## src/rtl/dpi_stream_pkg.sv

```systemverilog
// Purpose: shared widths and FSM state codes for the DPI stream sequencer.
// Latency: n/a (declarations only).
// Backpressure: n/a.
package dpi_stream_pkg;

    localparam int SID_W       = 6;
    localparam int NUM_STREAMS = 64;
    localparam int CNT_W       = 8;

    // FSM state codes
    localparam logic [2:0] S_IDLE   = 3'd0;
    localparam logic [2:0] S_LOOKUP = 3'd1;
    localparam logic [2:0] S_LOAD   = 3'd2;
    localparam logic [2:0] S_WAIT   = 3'd3;
    localparam logic [2:0] S_STREAM = 3'd4;
    localparam logic [2:0] S_DRAIN  = 3'd5;

endpackage

```

## src/rtl/dpi_flow_cam.sv

```systemverilog
// Purpose: 64-entry flow-key CAM; lowest-index hit, else allocate round-robin.
// Latency: combinational match; allocation is written on the lookup edge.
// Backpressure: none; a lookup is presented for exactly one cycle.
module dpi_flow_cam
    import dpi_stream_pkg::*;
#(
    parameter int KEY_W = 32
) (
    input  logic             clk,
    input  logic             rst_n,
    input  logic             lookup_i,
    input  logic [KEY_W-1:0] key_i,
    output logic [SID_W-1:0] sid_o,
    output logic             new_o
);

    logic [KEY_W-1:0]       key_q [NUM_STREAMS];
    logic [NUM_STREAMS-1:0] vld_q;
    logic [SID_W-1:0]       alloc_ptr_q;
    logic [NUM_STREAMS-1:0] match;
    logic                   hit;
    logic [SID_W-1:0]       hit_idx;

    // Parallel compare against every valid entry
    always_comb begin
        for (int i = 0; i < NUM_STREAMS; i++) begin
            match[i] = vld_q[i] && (key_q[i] == key_i);
        end
    end

    // Priority encode: scanning downwards lets the lowest matching index win
    always_comb begin
        hit     = 1'b0;
        hit_idx = '0;
        for (int i = NUM_STREAMS - 1; i >= 0; i--) begin
            if (match[i]) begin
                hit     = 1'b1;
                hit_idx = SID_W'(i);
            end
        end
    end

    assign sid_o = hit ? hit_idx : alloc_ptr_q;
    assign new_o = ~hit;

    // Valid bits and allocation pointer; the pointer wraps so the oldest entry is reused
    always_ff @(posedge clk) begin
        if (!rst_n) begin
            vld_q       <= '0;
            alloc_ptr_q <= '0;
        end else if (lookup_i && !hit) begin
            vld_q[alloc_ptr_q] <= 1'b1;
            alloc_ptr_q        <= alloc_ptr_q + 1'b1;
        end
    end

    // Key storage needs no reset: entries are qualified by vld_q
    always_ff @(posedge clk) begin
        if (lookup_i && !hit) begin
            key_q[alloc_ptr_q] <= key_i;
        end
    end

endmodule

```

## src/rtl/dpi_stream_sequencer.sv

```systemverilog
// Purpose: map flow key to stream id and sequence load_state/wait/payload/eop to the regex wrappers.
// Latency: load_state 2 cycles after sop is seen; first char LOAD_WAIT later; eop EOP_DELAY after last char.
// Backpressure: sop byte held (in_ready=0) until STREAM; stray non-sop bytes in IDLE are accepted and dropped.
module dpi_stream_sequencer
    import dpi_stream_pkg::*;
#(
    parameter int KEY_W     = 32,
    parameter int LOAD_WAIT = 2,
    parameter int EOP_DELAY = 4
) (
    input  logic             clk,
    input  logic             rst_n,
    input  logic             in_valid,
    output logic             in_ready,
    input  logic             in_sop,
    input  logic             in_eop,
    input  logic [7:0]       in_data,
    input  logic [KEY_W-1:0] in_key,
    input  logic             cfg_we,
    input  logic [5:0]       cfg_addr,
    input  logic             cfg_en,
    output logic [7:0]       char_in,
    output logic             char_in_vld,
    output logic             load_state,
    output logic [5:0]       stream_id,
    output logic             new_stream_id,
    output logic             eop,
    output logic             enable
);

    logic [2:0]             state_q, state_d;
    logic [CNT_W-1:0]       cnt_q, cnt_d;
    logic [KEY_W-1:0]       key_q;
    logic [SID_W-1:0]       sid_q;
    logic                   new_q;
    logic                   enable_q;
    logic [NUM_STREAMS-1:0] en_table_q;
    logic [SID_W-1:0]       cam_sid;
    logic                   cam_new;
    logic                   drain_done;

    dpi_flow_cam #(.KEY_W(KEY_W)) u_cam (
        .clk      (clk),
        .rst_n    (rst_n),
        .lookup_i (state_q == S_LOOKUP),
        .key_i    (key_q),
        .sid_o    (cam_sid),
        .new_o    (cam_new)
    );

    assign drain_done = (state_q == S_DRAIN) && (cnt_q == CNT_W'(EOP_DELAY - 1));

    // Next-state and wait/drain counter
    always_comb begin
        state_d = state_q;
        cnt_d   = cnt_q;
        case (state_q)
            S_IDLE: begin
                if (in_valid && in_sop) state_d = S_LOOKUP;
            end
            S_LOOKUP: state_d = S_LOAD;
            S_LOAD: begin
                cnt_d   = '0;
                state_d = (LOAD_WAIT > 1) ? S_WAIT : S_STREAM;
            end
            S_WAIT: begin
                cnt_d = cnt_q + 1'b1;
                if (cnt_q == CNT_W'(LOAD_WAIT - 2)) state_d = S_STREAM;
            end
            S_STREAM: begin
                if (in_valid && in_eop) begin
                    state_d = S_DRAIN;
                    cnt_d   = '0;
                end
            end
            S_DRAIN: begin
                cnt_d = cnt_q + 1'b1;
                if (drain_done) state_d = S_IDLE;
            end
            default: state_d = S_IDLE;
        endcase
    end

    // FSM state register; reset aborts any packet in flight
    always_ff @(posedge clk) begin
        if (!rst_n) begin
            state_q <= S_IDLE;
            cnt_q   <= '0;
        end else begin
            state_q <= state_d;
            cnt_q   <= cnt_d;
        end
    end

    // Per-packet context: key at sop, stream id at lookup, enable at load
    always_ff @(posedge clk) begin
        if (!rst_n) begin
            key_q    <= '0;
            sid_q    <= '0;
            new_q    <= 1'b0;
            enable_q <= 1'b0;
        end else begin
            if (state_q == S_IDLE && in_valid && in_sop) key_q <= in_key;
            if (state_q == S_LOOKUP) begin
                sid_q <= cam_sid;
                new_q <= cam_new;
            end
            if (state_q == S_LOAD) enable_q <= en_table_q[sid_q];
        end
    end

    // Regex-enable table, writable at any time; only sampled at LOAD
    always_ff @(posedge clk) begin
        if (!rst_n) begin
            en_table_q <= '1;
        end else if (cfg_we) begin
            en_table_q[cfg_addr] <= cfg_en;
        end
    end

    assign in_ready      = ((state_q == S_IDLE) && in_valid && !in_sop) || (state_q == S_STREAM);
    assign char_in_vld   = (state_q == S_STREAM) && in_valid;
    assign char_in       = (state_q == S_STREAM) ? in_data : 8'h00;
    assign load_state    = (state_q == S_LOAD);
    assign eop           = drain_done;
    assign stream_id     = sid_q;
    assign new_stream_id = new_q;
    // During LOAD the table value is shown directly so enable is valid alongside load_state
    assign enable        = (state_q == S_LOAD) ? en_table_q[sid_q] : enable_q;

endmodule
```

## config.mk

```make
export PLATFORM = sky130hd
export DESIGN_NAME = dpi_stream_sequencer
export DESIGN_NICKNAME = d
export VERILOG_FILES = /design/src/rtl/dpi_stream_pkg.sv /design/src/rtl/dpi_flow_cam.sv /design/src/rtl/dpi_stream_sequencer.sv
export SDC_FILE = /design/constraint.sdc
export NUM_CORES = 2
export LEC_CHECK = 0
export BUFFER_PORTS_ARGS = -buffer_cell sky130_fd_sc_hd__buf_2
export CORE_MARGIN = 1
export CORE_UTILIZATION = 45
export DETAILED_ROUTE_END_ITERATION = 7
export HOLD_SLACK_MARGIN = 0.08
export PLACE_DENSITY = 0.61
export SETUP_SLACK_MARGIN = 0.05
export SLEW_MARGIN = 10
export SYNTH_ARGS = -nofsm -noshare
export SYNTH_HDL_FRONTEND = slang
export SYNTH_SLANG_ARGS = --single-unit
export TNS_END_PERCENT = 5
```

## constraint.sdc

```tcl
create_clock -name clk -period 6.7 [get_ports clk]
set_input_delay 0.335 -clock clk [delete_from_list [all_inputs] [get_ports clk]]
set_output_delay 0.335 -clock clk [all_outputs]
set_load 0.03 [all_outputs]
```

### Word level (Yosys, flattened, before mapping)

Memory sizes are Yosys's and may differ from the RTL's.
Cells that the tools add are included.
W data, S select, Z words.

* input port bits: 53
* register bits after elaboration: 185
* memories: 1
* RAM bits: 2048
* word-level logic and storage cells: 323

* bitwise logic cells: 2
* reductions and logical operators: 83
* equal/unequal tests: 74
* add/subtract/negate cells: 2
* magnitude comparators: 5
* mux-type cells: 147

Memory list
* u_cam.key_q: words 64, width 32, read ports 64, clocked after Yosys merged registers in 0, write ports 1, RTL line dpi_flow_cam.sv:17 `logic [KEY_W-1:0] key_q [NUM_STREAMS];`

Operators by type and width (count)
* $eq A32 B32 Y1: 64
* $mux W6: 65
* $logic_and A1 B1 Y1: 74
* $mux W1: 70
* $bwmux W64: 1
* $or A64 B64 Y64: 1
* $pmux W8 S3: 1
* $lt A6 B7 Y1 const B: 3
* $pmux W3 S6: 1
* $mux W8: 2
* $demux W1 S6: 2
* $ge A6 B1 Y1 const B: 2
* $mux W3: 4
* $add A8 B1 Y8 const B: 1
* $eq A8 B2 Y1 const B: 1
* $logic_not A8 Y1: 1
* $ne A2 B2 Y1 const B: 4
* $add A6 B1 Y6 const B: 1
* $bmux W1 S6: 1
* $eq A3 B2 Y1 const B: 2
* $eq A3 B3 Y1 const B: 2
* $reduce_and A4 Y1: 1
* $eq A3 B1 Y1 const B: 1
* $logic_not A3 Y1: 1
* other kinds (6): 7

### Logic depth before layout (Yosys ltp)

* depth in word-level cells: 70
* gate-level depth with buffers: 19
* mapped depth without buffers: 13

### Cells and area by module

A second synthesis with hierarchy kept.

* cell total of the unflattened synthesis: 6140
* area, all modules: 94688.3 µm²

Modules (own cells, without submodules)
* dpi_flow_cam: cells each 5515, times used 1, area each 89480.8 µm², seq. area each 62900.3 µm²
* dpi_stream_sequencer: cells each 625, times used 1, area each 5207.5 µm², seq. area each 2302.2 µm²

### Least setup slack after synthesis

No wires, ideal clock.

* path kind: flip-flop to flip-flop
* start: register key_q[6]
* end: memory u_cam.key_q[48][0] (enable)
* cell stages (with the launch flop): 14
* arrival: 5799 ps
* period minus slack after synthesis: 6263 ps
* path slack: 437 ps
* setup time: 464 ps
* path buffers: 4
* cells stage by stage: dfxtp_1 buf_2 buf_6 buf_6 buf_4 xor2_1 nor4_1 nand4_1 nand2_1 nor3_1 nand4_1 nor4_1 nand2_1 nor3_1

* word-level cells in the longest chain between the ends: 70
* elaborated cells between the ends (all ways): 196
* those cells by class: eq/ne: 64; mux: 66; reduce/logical: 66

RTL lines
* start: declaration: RTL line dpi_stream_sequencer.sv:33 `logic [KEY_W-1:0] key_q;`
* start signal: assignment: RTL line dpi_stream_sequencer.sv:103 `if (state_q == S_IDLE && in_valid && in_sop) key_q <= in_key;`
* $eq A32 B32 Y1: RTL line dpi_flow_cam.sv:27 `match[i] = vld_q[i] && (key_q[i] == key_i);`
* $logic_and A1 B1 Y1: RTL line dpi_flow_cam.sv:27
* $mux W1 (63 in a row): RTL line dpi_flow_cam.sv:36 `if (match[i]) begin`
* $mux W1 *: RTL line dpi_flow_cam.sv:36
* $logic_not A1 Y1 *: RTL line dpi_flow_cam.sv:59 `if (lookup_i && !hit) begin`
* $logic_and A1 B1 Y1 *: RTL line dpi_flow_cam.sv:59
* $mux W1 *: RTL line dpi_flow_cam.sv:59
* $mux W1 (implied by the code) *: RTL line dpi_flow_cam.sv:60 `key_q[alloc_ptr_q] <= key_i;`
* end: declaration: RTL line dpi_flow_cam.sv:17

Every way passes the cells marked *; elsewhere a longest branch is shown, timed or not.

### Final worst setup path

* start: register key_q[30]
* end: register sid_q[1] (netlist: stream_id[1])

* word-level cells in the longest chain between the ends: 67
* elaborated cells between the ends (all ways): 257
* those cells by class: eq/ne: 64; mux: 129; reduce/logical: 64

RTL lines
* $eq A32 B32 Y1: RTL line dpi_flow_cam.sv:27
* $logic_and A1 B1 Y1: RTL line dpi_flow_cam.sv:27
* $mux W6 / $mux W1 (equally long branches) (64 in a row): RTL line dpi_flow_cam.sv:36
* $mux W6 *: RTL line dpi_flow_cam.sv:43 `assign sid_o = hit ? hit_idx : alloc_ptr_q;`
* end signal: assignment: RTL line dpi_stream_sequencer.sv:105 `sid_q <= cam_sid;`
* end: declaration: RTL line dpi_stream_sequencer.sv:34 `logic [SID_W-1:0] sid_q;`

Marked as above.
A chain may end at the register's enable or synchronous reset.

==> results by stage <==
STA:
- The count of endpoints failing setup in the final report is 0.
- On the final layout, the worst hold slack is 0.1714 ns.
- The number of pins with negative max-slew slack in the final report is 0.
- The number of hold-slack violations in the final timing report is 0.
- The sum of negative setup slack is 0 ns.
- The final clock skew is 0.05519 ns.
- The shortest period the worst path allows is 6.293 ns.
- Headroom to the max-slew limit came out at 15.38%.
- Setup repair after global routing left no endpoint under its margin.
- The final critical-path share of the clock period is 93.93%.
- For this run, the top clock speed supported by timing is 158.9 MHz.
- The worst-margin pin slew is 1.265 ns.

Floorplanning:
- The y dimension of the die is 473.6 um.
- The area of the core is 220,400 um2.
- The placement row count is 172.
- The number of placed I/O pins is 73.
- The initial utilization of the core area, before any placement, comes to 45.41%.
- The die footprint is 224,300 um2.
- The width of the chip is 473.6 um.

Clocking:
- The H-tree was split into 4 levels.
- CTS placed an instance of sky130_fd_sc_hd__clkbuf_16 at the clock tree root.
- Clock latency on the worst-skew pair, taken at its later pin, is 0.88 ns.
- The clock tree from TritonCTS is built.
- The clock buffer count from CTS is 228.
- In this run the deepest clock path goes through 3 buffers.
- CTS saw 2,233 sinks.
- Clock-pin slew was measured on the worst setup and hold paths at 0.06 ns.

Critical path:
- The top fanout value on the critical path is 28.
- The most used cell along the critical path is sky130_fd_sc_hd__o21ai_0.
- In this design, the stage delay of the slowest critical-path cell is 1.10 ns.
- In this run the critical register-to-register path is launched from key_q[30].
- The endpoint identified for the worst register-to-register timing path is stream_id[1].
- The type of origin of the critical path is a register.
- Across all register-to-register paths, the minimum setup slack is 0.41 ns.
- The category of the worst setup path capture point is a register.
- Walking the worst path, the cells encountered are buf_12 > xor2_1 > nor4_1 > nand4_1 > or4_1 > a21oi_1 > o21ai_0 > a31o_1 > a31oi_1 > o21ai_0 > a2111oi_0 > o21ai_0 > a21boi_1.
- Among all stages on the critical path, the largest delay is contributed by sky130_fd_sc_hd__a2111oi_0.
- Data on the critical path is required at its endpoint by 7.50 ns.
- Counting cells, the worst reg-to-reg path comes to 13.
- Data on the critical path arrives at its endpoint at 7.09 ns.
- The critical path is of the reg -> reg type.
- The most critical setup path has its startpoint at key_q[30].

Synthesis:
- The mean post-synth cell area is 14.11 um2.
- The flop and latch count out of synthesis is 2,233.
- Among all flip-flop cells after synthesis, the most frequent one is sky130_fd_sc_hd__edfxtp_1.
- The synthesized area is 100,100 um2.
- For this run, the number of Yosys warnings is 0.
- The share of the Yosys chip area taken by registers is 65.15%.
- The synthesized design contains 2,048 enable-type register cells.
- The net count after synthesis is 7,147.
- In this run, distinct cell masters in the synthesized netlist total 75.
- Counting flops with an async set or reset pin after synthesis yields a share of 0%.
- The cell count after synthesis is 7,091.

Place:
- Routability-driven placement finished with a final weighted congestion of 0.8944.
- The detailed placement HPWL is 183,200 um.
- The count of buffers from port buffering is 72.

Power:
- The leakage dissipation is 0.03853 uW.
- IR analysis of the VDD net gives a maximum drop of 0.2716 mV.
- The total power density per cell area is 294.7 nW/um2.

Hold path:
- The worst hold path passes through 6 cells.
- The path with the worst hold slack has its endpoint at en_table_q[3].
- The startpoint of the worst hold path is cfg_we.
- The tightest min-delay check is of the in -> reg type.

Detailed routing:
- The via density per instance is 5.818.
- The first routing iteration left 6,161 violations.
- The number of iterations in the first detailed-routing pass is 5.
- In this run the remaining antenna-violating nets after routing total 0.
- The via total after detailed routing is 61,815.
- The number of DRC violations after detailed routing is 0.
- The routed wire length is 291,800 um.
- In the final routed layout, each cell accounts on average for 27.47 um.

Global routing:
- The wire length of the first global-routing pass is 423,600 um.
- The number of antenna violations at the first check in global routing was 3.
- The combined global-route utilization of all metal layers is 25.78%.
- The largest net degree at the start of global routing is 84.
- The residual overflow from global routing is 0.
- The number of global-route vias before repair came to 60,704.

Cells and area:
- The area added between synthesis and finish is 13.47%.
- In the final layout, the share of cells above drive strength 1 is 11.34%.
- The final layout contains 7,529 nets.

Run:
- Max-cap violations in this run came to 0.

Outcome:
- The run finished with clean final reports.
layer usage:
metal / routed length (um) / track usage, % / vias up
met2: 134000 / 40.55 / 2400
met3: 19060 / 3.496 / 495
li1: - / - / 27228
met5: 0 / 0 / -
met1: 128800 / 36.69 / 31692
met4: 9975 / 8.756 / 0
cell usage after synthesis, drive strengths merged (20+ instances only):
cell | number | share of area (%)
edfxtp | 2048 | 61
xor2 | 1187 | 10
xnor2 | 859 | 7.5
nor4 | 540 | 3.4
nand4 | 477 | 3.0
nand2 | 404 | 1.5
buf | 242 | 2.1
nand3 | 216 | 1.1
dfxtp | 185 | 3.7
nor3 | 177 | 0.90
nor2 | 126 | 0.47
clkbuf | 73 | 0.28
o21a | 64 | 0.48
nand2b | 58 | 0.36
nand4b | 42 | 0.37
a21boi | 39 | 0.29
inv | 33 | 0.12
and3 | 32 | 0.20
or4 | 29 | 0.22
o21ai | 25 | 0.13
nor2b | 24 | 0.15
a21oi | 22 | 0.11
nor3b | 22 | 0.17
mux4 | 21 | 0.47
or2 | 20 | 0.13
through the flow:
| step | util [%] | power, uW | area, um2 | setup slack (ns) | cells |
|---|---|---|---|---|---|
| 2_1_floorplan | - | 19270 | 100100 | 0.4369 | 7091 |
| 3_3_place_gp | 48.01 | 21280 | 105800 | 0.3872 | 10137 |
| 3_5_place_dp | 48.01 | 21330 | 105800 | 0.4376 | 10137 |
| 4_1_cts | 51.52 | 33600 | 113500 | 0.3867 | 10621 |
| 5_1_grt | 51.53 | 34470 | 113500 | 0.2703 | 10622 |
| 6_report | 51.53 | 33470 | 113600 | 0.4066 | 10624 |
state kept, by name, indices dropped and copies added, names as in the netlist:
signal / flops
u_cam.key_q: 2048
en_table_q: 64
u_cam.vld_q: 64
key_q: 32
cnt_q: 8
stream_id: 6
u_cam.alloc_ptr_q: 6
state_q: 3
enable_q: 1
new_stream_id: 1
timing repair:
item / CTS / global route
hold endpoints to repair: 118 / 1
buffers inserted: 0 / 0
hold buffers: 63 / 1
gates resized for setup: 0 / 0
how the worst max path moves through the flow:
stage                              end  slack (ns)  cells after the start
floorplan           u_cam.key_q[48][0]        0.44                     13
global placement          stream_id[1]        0.39                     13
detailed placement        stream_id[1]        0.44                     13
CTS                       stream_id[1]        0.39                     13
global route              stream_id[1]        0.27                     13
finish                    stream_id[1]        0.41                     13
cell families after synthesis:
group | synth area share, %
and+or+nand+nor | 12.46
buffers and inverters | 2.464
DFF | 65.15
muxes | 0.4939
adders and majority gates | 0.03751
xor gates and xnor gates | 17.93
AOI/OAI and AO/OA | 1.462
power by group:
group | switching (uW) | internal, uW | total, uW
logic | 3330 | 1650 | 4970
clock network | 5390 | 6930 | 12300
registers | 486 | 15700 | 16200
total | 9200 | 24300 | 33500
worst max-delay path, delay by kind of cell (launching register included):
family	cells	cell delay [ns]
AOI/OAI and AO/OA	8	3.76
xor gates and xnor gates	1	0.18
buffers and inverters	1	0.32
DFF	1	0.83
and+or+nand+nor	3	1.07
layout make-up:
type / count / area (um2)
fill: 18589 / 106800
sequential: 2233 / 65320
multi-input combinational: 4510 / 32720
clock buffer: 312 / 6195
timing repair buffer: 467 / 4584
tap: 2958 / 3701
clock inverter: 109 / 904.6
inverter: 33 / 123.9
antenna: 2 / 5.005
cells in the final DEF, fill, tap and decap left out, drive strengths merged, types with 82 or more instances in the layout:
master	count
edfxtp	2048
xor2	1187
xnor2	859
nor4	540
nand4	477
nand2	404
buf	403
clkbuf	312
nand3	216
dfxtp	185
nor3	177
nor2	126
clkinv	82
No activity file was read; power rests on OpenSTA's default activity.
